### src/rtl/mc_pkg.sv
// mc_pkg: shared definitions for the multicycle MIPS control unit.
//   - instruction opcode and R-type funct encodings
//   - ALUOp codes passed from the control FSM to the ALU decoder
//   - ALU control encodings driven onto the datapath
//   - control FSM state encodings (12 of the 16 codes used)
package mc_pkg;

  localparam int STATE_W = 4;

  // Opcodes (instr[31:26])
  localparam logic [5:0] OP_RTYPE = 6'b000000;
  localparam logic [5:0] OP_LW    = 6'b100011;
  localparam logic [5:0] OP_SW    = 6'b101011;
  localparam logic [5:0] OP_BEQ   = 6'b000100;
  localparam logic [5:0] OP_ADDI  = 6'b001000;
  localparam logic [5:0] OP_J     = 6'b000010;

  // R-type funct codes (instr[5:0])
  localparam logic [5:0] FN_ADD = 6'b100000;
  localparam logic [5:0] FN_SUB = 6'b100010;
  localparam logic [5:0] FN_AND = 6'b100100;
  localparam logic [5:0] FN_OR  = 6'b100101;
  localparam logic [5:0] FN_SLT = 6'b101010;

  // ALU control encodings
  localparam logic [2:0] AC_ADD = 3'b010;
  localparam logic [2:0] AC_SUB = 3'b110;
  localparam logic [2:0] AC_AND = 3'b000;
  localparam logic [2:0] AC_OR  = 3'b001;
  localparam logic [2:0] AC_SLT = 3'b111;

  typedef enum logic [1:0] {
    ALUOP_ADD   = 2'b00,
    ALUOP_SUB   = 2'b01,
    ALUOP_FUNCT = 2'b10
  } aluop_t;

  typedef enum logic [STATE_W-1:0] {
    S_FETCH   = 4'd0,
    S_DECODE  = 4'd1,
    S_MEMADR  = 4'd2,
    S_MEMRD   = 4'd3,
    S_MEMWB   = 4'd4,
    S_MEMWR   = 4'd5,
    S_EXECUTE = 4'd6,
    S_ALUWB   = 4'd7,
    S_BRANCH  = 4'd8,
    S_ADDIEX  = 4'd9,
    S_ADDIWB  = 4'd10,
    S_JUMP    = 4'd11
  } state_t;

endpackage

### src/rtl/mc_aludec.sv
// mc_aludec: combinational ALU decoder.
//   aluop      in  2  ADD / SUB / use funct
//   funct      in  6  instr[5:0]
//   alucontrol out 3  ALU operation select
//   bad_funct  out 1  funct not supported (only meaningful when aluop = FUNCT)
module mc_aludec
  import mc_pkg::*;
(
  input  aluop_t      aluop,
  input  logic [5:0]  funct,
  output logic [2:0]  alucontrol,
  output logic        bad_funct
);

  always_comb begin
    alucontrol = AC_ADD;
    bad_funct  = 1'b0;
    case (aluop)
      ALUOP_SUB: alucontrol = AC_SUB;
      ALUOP_FUNCT: begin
        case (funct)
          FN_ADD:  alucontrol = AC_ADD;
          FN_SUB:  alucontrol = AC_SUB;
          FN_AND:  alucontrol = AC_AND;
          FN_OR:   alucontrol = AC_OR;
          FN_SLT:  alucontrol = AC_SLT;
          // Unsupported funct: keep a harmless add, raise the flag.
          default: bad_funct  = 1'b1;
        endcase
      end
      default: alucontrol = AC_ADD;
    endcase
  end

endmodule

### src/rtl/mc_controller.sv
// mc_controller: control FSM of the multicycle MIPS core.
// Sequences the shared datapath through fetch/decode/execute/writeback for
// lw, sw, R-type (add/sub/and/or/slt), beq, addi and j.
//   clk, reset          clock; asynchronous active-high reset (state -> FETCH)
//   op, funct           instruction fields from IR
//   zero                ALU zero flag of the current cycle (beq)
//   mem_ready           memory completes the access this cycle
//   pcen .. illegal     datapath enables, mux selects, ALU control, illegal flag
//
// Memory handshake: memread (FETCH/MEMRD) or memwrite (MEMWR) is the request
// and is held steady while mem_ready is low; the access completes in the cycle
// where request and mem_ready are both high, and the FSM advances on that edge.
// No other state looks at mem_ready.
module mc_controller
  import mc_pkg::*;
(
  input  logic       clk,
  input  logic       reset,
  input  logic [5:0] op,
  input  logic [5:0] funct,
  input  logic       zero,
  input  logic       mem_ready,
  output logic       pcen,
  output logic       irwrite,
  output logic       regwrite,
  output logic       memwrite,
  output logic       memread,
  output logic       alusrca,
  output logic       iord,
  output logic       memtoreg,
  output logic       regdst,
  output logic [1:0] alusrcb,
  output logic [1:0] pcsrc,
  output logic [2:0] alucontrol,
  output logic       illegal
);

  state_t state;
  state_t state_next;
  aluop_t aluop;
  logic   pcwrite;
  logic   branch;
  logic   bad_funct;

  mc_aludec u_aludec (
    .aluop      (aluop),
    .funct      (funct),
    .alucontrol (alucontrol),
    .bad_funct  (bad_funct)
  );

  always_ff @(posedge clk or posedge reset) begin
    if (reset) state <= S_FETCH;
    else       state <= state_next;
  end

  // ALUOp is kept in its own process so the decoder's bad_funct can feed
  // the main decode below without a combinational loop through one block.
  always_comb begin
    aluop = ALUOP_ADD;
    if (!reset) begin
      case (state)
        S_EXECUTE: aluop = ALUOP_FUNCT;
        S_BRANCH:  aluop = ALUOP_SUB;
        default:   aluop = ALUOP_ADD;
      endcase
    end
  end

  always_comb begin
    state_next = S_FETCH;
    pcwrite    = 1'b0;
    branch     = 1'b0;
    irwrite    = 1'b0;
    regwrite   = 1'b0;
    memwrite   = 1'b0;
    memread    = 1'b0;
    alusrca    = 1'b0;
    iord       = 1'b0;
    memtoreg   = 1'b0;
    regdst     = 1'b0;
    alusrcb    = 2'b00;
    pcsrc      = 2'b00;
    illegal    = 1'b0;
    // While reset is high every output sits at its reset value, so a write
    // strobe drops the instant reset rises rather than at the next edge.
    if (!reset) begin
      case (state)
        S_FETCH: begin
          memread    = 1'b1;
          alusrcb    = 2'b01;
          irwrite    = mem_ready;
          pcwrite    = mem_ready;
          state_next = mem_ready ? S_DECODE : S_FETCH;
        end
        S_DECODE: begin
          alusrcb = 2'b11;
          case (op)
            OP_LW, OP_SW: state_next = S_MEMADR;
            OP_RTYPE:     state_next = S_EXECUTE;
            OP_BEQ:       state_next = S_BRANCH;
            OP_ADDI:      state_next = S_ADDIEX;
            OP_J:         state_next = S_JUMP;
            default: begin
              illegal    = 1'b1;
              state_next = S_FETCH;
            end
          endcase
        end
        S_MEMADR: begin
          alusrca    = 1'b1;
          alusrcb    = 2'b10;
          // Only lw/sw reach here; anything but lw is treated as a store.
          state_next = (op == OP_LW) ? S_MEMRD : S_MEMWR;
        end
        S_MEMRD: begin
          memread    = 1'b1;
          iord       = 1'b1;
          state_next = mem_ready ? S_MEMWB : S_MEMRD;
        end
        S_MEMWB: begin
          memtoreg   = 1'b1;
          regwrite   = 1'b1;
          state_next = S_FETCH;
        end
        S_MEMWR: begin
          iord       = 1'b1;
          memwrite   = 1'b1;
          state_next = mem_ready ? S_FETCH : S_MEMWR;
        end
        S_EXECUTE: begin
          alusrca    = 1'b1;
          illegal    = bad_funct;
          state_next = bad_funct ? S_FETCH : S_ALUWB;
        end
        S_ALUWB: begin
          regdst     = 1'b1;
          regwrite   = 1'b1;
          state_next = S_FETCH;
        end
        S_BRANCH: begin
          alusrca    = 1'b1;
          pcsrc      = 2'b01;
          branch     = 1'b1;
          state_next = S_FETCH;
        end
        S_ADDIEX: begin
          alusrca    = 1'b1;
          alusrcb    = 2'b10;
          state_next = S_ADDIWB;
        end
        S_ADDIWB: begin
          regwrite   = 1'b1;
          state_next = S_FETCH;
        end
        S_JUMP: begin
          pcsrc      = 2'b10;
          pcwrite    = 1'b1;
          state_next = S_FETCH;
        end
        default: state_next = S_FETCH;
      endcase
    end
  end

  assign pcen = pcwrite | (branch & zero);

endmodule
### config.mk
export PLATFORM = sky130hd
export DESIGN_NAME = mc_controller
export DESIGN_NICKNAME = d
export VERILOG_FILES = /design/src/rtl/mc_pkg.sv /design/src/rtl/mc_aludec.sv /design/src/rtl/mc_controller.sv
export SDC_FILE = /design/constraint.sdc
export NUM_CORES = 1
export LEC_CHECK = 0
export CAP_MARGIN = 25
export CORE_ASPECT_RATIO = 0.9
export CORE_MARGIN = 3
export CORE_UTILIZATION = 41
export CTS_CLUSTER_SIZE = 10
export DETAILED_ROUTE_END_ITERATION = 8
export GPL_ROUTABILITY_DRIVEN = 0
export HOLD_SLACK_MARGIN = 0.03
export MAX_ROUTING_LAYER = met4
export PLACE_DENSITY_LB_ADDON = 0.25
export SYNTH_ARGS = -nofsm -noshare
export SYNTH_HDL_FRONTEND = slang
export SYNTH_HIERARCHICAL = 1
export SYNTH_SLANG_ARGS = --single-unit
### constraint.sdc
create_clock -name clk -period 2.5 [get_ports clk]
set_input_delay 0.25 -clock clk [delete_from_list [all_inputs] [get_ports clk]]
set_output_delay 0.25 -clock clk [all_outputs]
set_load 0.005 [all_outputs]
==> results of run 1 <==
[worst reg2reg max path, cell delays in order (launching register included)]
cell,delay (ps)
dfrtp_2,450
inv_2,90
nand2_1,110
nor3_4,200
ha_4,190
inv_1,50
a31oi_2,160
buf_4,140
nand2b_1,90
a21oi_1,60
o21ai_0,180
a21oi_1,90
[cells in the final DEF, fill, tap and decap left out, types with 2 or more instances in the layout]
master,netlist,final
a21oi_1,9,9
and4bb_1,2,2
buf_4,2,15
clkbuf_4,0,3
clkdlybuf4s50_1,0,30
dfrtp_1,4,3
dlymetal6s2s_1,0,2
inv_1,6,5
nand2_1,5,5
nand2b_1,8,5
nand2b_4,0,2
nand3_1,4,4
nor2_1,15,15
nor3_1,7,6
o21ai_0,3,3
o22a_1,3,3
xor2_1,2,2
[through the flow]
stage	instances	utilization [%]	worst slack, ps
2_1_floorplan	105	-	471
3_3_place_gp	165	73.3	56.5
3_5_place_dp	165	73.3	-2.33
4_1_cts	168	75.7	3.65
5_1_grt	169	79.8	18.7
6_report	169	79.8	99.7
[Yosys cell counts]
master,count,area share (%)
nor2_1,15,7.6
a21oi_1,9,6.1
nand2b_1,8,6.8
nor3_1,7,4.7
inv_1,6,3.1
nand2_1,5,2.5
clkbuf_1,4,2.0
dfrtp_1,4,14
nand3_1,4,2.7
o21ai_0,3,2.0
o22a_1,3,3.6
and4bb_1,2,3.4
buf_4,2,2.0
ha_1,2,3.4
nor2b_1,2,1.7
nor4_1,2,1.7
xor2_1,2,2.4
a2111oi_0,1,1.2
a211oi_2,1,1.7
a22o_1,1,1.2
a31o_1,1,1.2
a31oi_1,1,0.85
a32o_1,1,1.4
a41oi_1,1,1.2
and4b_1,1,1.4
buf_2,1,0.68
buf_6,1,1.5
mux2_2,1,1.5
mux2i_1,1,1.4
nand3b_1,1,1.0
nor3b_1,1,1.0
nor4b_2,1,2.0
o2111ai_1,1,1.2
o211a_1,1,1.4
o211ai_1,1,1.0
o21a_1,1,1.0
o21ai_1,1,0.68
o31ai_1,1,1.0
o31ai_2,1,1.7
or3_1,1,0.85
or4_4,1,1.5
xnor2_1,1,1.2
[kinds of logic (layout without fill, tap and decap cells)]
kind of cell / after synthesis / in the layout / share of synthesized area, %
AO/OA/AOI/OAI: 29 / 29 / 28.3
XOR/XNOR: 3 / 3 / 3.56
adder cells (fa/ha/maj): 2 / 2 / 3.39
buffers and inverters: 14 / 56 / 9.32
flip-flops: 4 / 4 / 13.6
multiplexers: 2 / 2 / 2.88
AND/OR/NAND/NOR: 51 / 51 / 39.0
[repair_timing]
action                                  CTS  global route
pin swaps                                 0             2
buffers inserted                          0             1
hold endpoints to repair                  0             0
endpoints found under the setup margin    3             3
resized for setup                         4            12
[layer usage]
metal | GRT usage (%) | vias up | part of all wire (%)
li1 | - | 471 | -
met1 | 24.0 | 447 | 41
met2 | 35.4 | 59 | 49
met3 | 4.21 | 9 | 8.3
met4 | 8.06 | 0 | 2.2
met5 | - | - | 0
[final timing paths]
check / start / to / cells past startpoint
worst min-delay path: state[2] / state[3] / 2
worst min register to register: state[2] / state[3] / 2
min in group asynchronous: reset / state[2] / 4
worst max register to register: state[3] / state[0] / 11
max in group asynchronous: reset / state[0] / 4
worst max-delay path: state[3] / illegal / 8
[report_power, final]
group,internal (µW),switching [µW],leakage [µW]
Clock,53.8,29.1,0.0000138
Combinational,56.4,46.4,0.000425
Sequential,66.4,2.49,0.0000533
[layout make-up]
type                            instances  area, µm²
Fill cell                             108        315
Tap cell                               22       27.5
Multi-Input combinational cell         87        634
Inverter                                6       22.5
Clock buffer                            3       22.5
Sequential cell                         4        101
Timing Repair Buffer                   47        438
==> out/results.ini, run 1 <==
[run_status]
status=complete, no violations

[sta]
finClkSkew_ps=12.0
whs_ps=649
worst_slew_pin_slew_ps=476
period_needed_ps=2400
setup_violations=0
period_share_pct=96.0
slew_headroom_pct=67.5
slew_violations=0
report.final.hold_viol_count=0
timing.fmax_ghz=0.417
fin_tns_setup_ps=0
rsz0062_at_grt=false

[yosys]
yosys_warnings=6
ys_ff_latch=4
syn_area_um2=738
seq_area_frac_synth_pct=13.6
synth_cells=105
synth_nets=123
ys_types=42
syn_area_per_cell_um2=7.03

[setup_path]
crit_chain=inv_2 > nand2_1 > nor3_4 > ha_4 > inv_1 > a31oi_2 > a22o_1 > clkdlybuf4s50_1
crit_path_end_kind=output pin
start_kind=flop
critical_path_class=flop to output pin
r2r_slack_ps=550
timing.critical_path.buf_inv=3
required_ps=2250
path_delay_family=buffers and inverters
max_stage_delay_ps=500
crit_path_max_fanout=7
worstPathArrival_ps=2150
slowest_stage=clkdlybuf4s50_1

[die]
die_h_um=46.3
die-area_um2=2350
rows=13
io_pins=33
fp.coreArea_um2=1560
dieWidth_um=50.7
start_util_pct=47.3

[cells_and_area]
area_growth_pct=68.8
fin_area_um2=1250
regMostFlops=state
drive_gt1_share_pct=22.4
fin_nets=167
antennaDiodeCount=0
top_regs=state (4)
largest_reg_flops=4

[placed_design]
place_area_um2=1140
dp_hpwl_um=1780
port_buffers=32

[clock_network]
cts.sinks=4
cts.clk_slew.worst_paths_ps=40
cts_made_buffers=3
root_buffer=clkbuf_4
clockBufferDepth=2
clk_latency_ps=240
cts_hold_buf=0
htreeDepth=1
cts_tree=done

[routing]
drcViolationCount=0
via_per_inst=5.83
routedWlPerCell_um=14.7
antenna_left=0
drtIter0Drc=37
drt_wl_total_um=2480
via_count=986
first_pass_iters=4

[global_routing]
track_usage_pct=20.6
overflow=0
grt_pass1_vias=859
antenna_found_initial=0
grt_pass1_wl_um=3600
grt_max_degree=13

[power_and_ir_drop]
peakVddDrop_mv=0.193
p_per_area_nw_per_um2=204
finalPower_uw=255
p_leak_uw=0.000492

[flow_run]
max_cap_viol_count=0

[hold_path]
hold_class=flop to flop

No activity file was read; power rests on OpenSTA's default activity.
==> run 2: changes to the inputs <==
--- a/config.mk
+++ b/config.mk
@@ -8,7 +8,7 @@
 export CAP_MARGIN = 25
 export CORE_ASPECT_RATIO = 0.9
 export CORE_MARGIN = 3
-export CORE_UTILIZATION = 41
+export CORE_UTILIZATION = 39
 export CTS_CLUSTER_SIZE = 10
 export DETAILED_ROUTE_END_ITERATION = 8
 export GPL_ROUTABILITY_DRIVEN = 0
@@ -17,5 +17,4 @@
 export PLACE_DENSITY_LB_ADDON = 0.25
 export SYNTH_ARGS = -nofsm -noshare
 export SYNTH_HDL_FRONTEND = slang
-export SYNTH_HIERARCHICAL = 1
 export SYNTH_SLANG_ARGS = --single-unit
==> run 2 against run 1 <==
Against the previous run:
- via count fell by 9.1%
- critical path type unchanged
- area after synthesis fell by 11%
- worst setup slack improved by 2.3 ps
- routed wire length fell by 15%
- highest routed layer is now met3
- die area fell by 6.0%
- cell count fell by 4.7%
- sequential cell count did not move
==> out/results.ini, run 2 <==
[global_routing]
globalRouteMet3Util_pct=3.30  ; -0.91 points
antenna_found_initial=0  ; unchanged
grt_pass1_vias=761  ; -11%
overflow=0  ; unchanged
met1_usage_pct=25.3  ; +1.3 points
track_usage_pct=19.9  ; -0.75 points
grt_max_degree=15  ; +2
grt_pass1_wl_um=3390  ; -5.7%
met2_usage_pct=34.8  ; -0.66 points
grt-busiest-layer=met2

[power_and_ir_drop]
finalPower_uw=237  ; -7.1%
swShare_pct=28.7  ; -1.9 points
peakVddDrop_mv=0.255  ; +32%
switching_power_uw=68.0  ; -13%
p_clk_share_pct=34.0  ; +1.4 points
p_leak_uw=0.000429  ; -13%
internal_power_uw=169  ; -4.5%
p_comb_share_pct=37.5  ; -2.9 points
p_per_area_nw_per_um2=209  ; +2.5%
p_seq_share_pct=28.5  ; +1.4 points

[setup_path]
worstPathArrival_ps=2150  ; about the same
crit_path_end_kind=output pin
start_kind=flop
crit_path_max_fanout=4  ; -3
required_ps=2250  ; about the same
critical_path_class=flop to output pin

[flow_run]
max_cap_viol_count=0  ; unchanged

[sta]
period_needed_ps=2400  ; -2.33 ps
slew_violations=0  ; unchanged
period_share_pct=95.9  ; about the same
slew_headroom_pct=59.7  ; -7.8 points
finClkSkew_ps=9.48  ; -2.49 ps
whs_ps=421  ; -229 ps
setup_violations=0  ; unchanged
report.final.hold_viol_count=0  ; unchanged
worst_slew_pin_slew_ps=599  ; +123 ps
timing.fmax_ghz=0.417  ; about the same

[cells_and_area]
final_common_cell=clkdlybuf4s50_1
largest_reg_flops=4  ; unchanged
final_cell_mix=clkdlybuf4s50_1, buf_4, nor2_1
area_growth_pct=72.7
top_regs=state (4)
regMostFlops=state
drive_gt1_share_pct=16.5  ; -5.9 points
fin_nets=159  ; -4.8%
antennaDiodeCount=0  ; unchanged

[yosys]
seq_area_frac_synth_pct=15.3  ; +1.7 points
syn_area_um2=654  ; -11%
async_flop_share_pct=100  ; unchanged
synthSimpleGateAreaFrac_pct=40.5  ; +1.6 points
synth_nets=114  ; -7.3%
ys_types=38  ; -9.5%
synth_top_family_by_area=simple AND/OR/NAND/NOR gates
synth_top_area_share_pct=15.3  ; +1.7 points
yosys.area.top_type=dfrtp_1
syn_area_per_cell_um2=6.82  ; -3.0%
ys_ff_latch=4  ; unchanged
synth_most_common_cell=nor2_1
yosys_warnings=0  ; -6
synthAdderAreaFrac_pct=3.82  ; +0.43 points
synth_cells=96  ; -8.6%
synth_compound_area_share_pct=29.6  ; +1.3 points
synth_edf_count=0  ; unchanged
yosys-top-cells-count=nor2_1, nand2b_1, nor3_1
ys.flop_type=dfrtp_1
synth_xor_area_share_pct=2.68  ; -0.88 points
synthTopCellsByArea=dfrtp_1, nand2b_1, nor3_1
synthMuxAreaShare_pct=1.53  ; -1.4 points

[routing]
antenna_left=0  ; unchanged
drtIter0Drc=20  ; -46%
drt_wl_total_um=2110  ; -15%
drcViolationCount=0  ; unchanged
routedWlPerCell_um=13.1  ; -11%
via_count=896  ; -9.1%
via_per_inst=5.57  ; -4.6%
first_pass_iters=4  ; unchanged

[die]
io_pins=33  ; unchanged
die-area_um2=2210  ; -6.0%
fp.coreArea_um2=1510  ; -3.1%
rows=13  ; unchanged
start_util_pct=43.3  ; -4.0 points
die_h_um=44.9  ; -3.0%
dieWidth_um=49.2  ; -3.1%

[clock_network]
cts.clk_slew.worst_paths_ps=40  ; about the same
cts_tree=done
cts.sinks=4  ; unchanged
cts_setup_buffers=0  ; unchanged
clockBufferDepth=2  ; unchanged
clk_latency_ps=240  ; about the same
root_buffer=clkbuf_4
cts_made_buffers=3  ; unchanged
htreeDepth=1  ; unchanged

[placed_design]
port_buffers=32  ; unchanged
dp_hpwl_um=1690  ; -5.4%

[hold_path]
hold_class=input pin to async pin

[run_status]
status=complete, no violations

-- run 2: worst paths after layout --
check | startpoint | end | slack, ps | cells after the start
max reg2reg | state[3] | state[2] | 420 | 9
min reg2reg | state[3] | state[3] | 620 | 2
min in group clk | state[3] | state[3] | 620 | 2
max in group asynchronous | reset | state[2] | 1900 | 3
max | state[3] | illegal | 100 | 8
min | reset | state[1] | 420 | 3
-- run 2: cell families (layout without fill, tap and decap cells) --
family | after synthesis | after routing
XOR/XNOR | 2 | 2
AO/OA/AOI/OAI | 29 | 29
buffers and inverters | 11 | 54
flip-flops | 4 | 4
AND/OR/NAND/NOR | 47 | 47
adder cells (fa/ha/maj) | 2 | 2
multiplexers | 1 | 1
-- run 2: power groups by stage --
stage | clock network (µW) | logic, µW | registers [µW]
6_report | 80.4 | 88.8 | 67.5
5_1_grt | 86.8 | 96.2 | 67.6
4_1_cts | 82.2 | 86.7 | 67.4
3_5_place_dp | 0 | 86.4 | 68.2
3_3_place_gp | 0 | 84.2 | 68.2
2_1_floorplan | 0 | 33.7 | 68.5
-- run 2: stage by stage --
stage          setup WS [ps]  std cells  area [µm²]  util [%]  setup TNS (ps)
6_report                 102        161        1130      74.7               0
5_1_grt                -2.63        161        1130      74.7           -2.63
4_1_cts                 -144        161        1100      73.0            -149
3_5_place_dp            -133        158        1080      71.4            -256
3_3_place_gp           -91.7        158        1080      71.4            -176
2_1_floorplan            395         96         654         -               0
-- run 2: timing repair --
action                                  in CTS  in global routing
pin swaps                                    0                  2
gates resized for setup                      3                  7
endpoints found under the setup margin       4                  3
hold buffers                                 0                  0
-- run 2: cell type report --
class	instances	area, µm²
Inverter	6	22.5
Sequential cell	4	100
Fill cell	124	383
Clock buffer	3	22.5
Tap cell	22	27.5
Timing Repair Buffer	45	420
Multi-Input combinational cell	81	537
-- run 2: routing by layer --
layer  routed length, µm  part of all wire [%]
met4                   0                     0
met2                 992                    47
met3                 144                   6.8
met5                   0                     0
met1                 970                    46
-- run 2: critical path, stage by stage (launching register included) --
cell           delay (ps)
dfrtp_1               410
nand2b_1              180
or4_1                 430
inv_1                  80
ha_2                  170
inv_1                  50
a31o_1                210
o22ai_2               130
dlygate4sd2_1         250
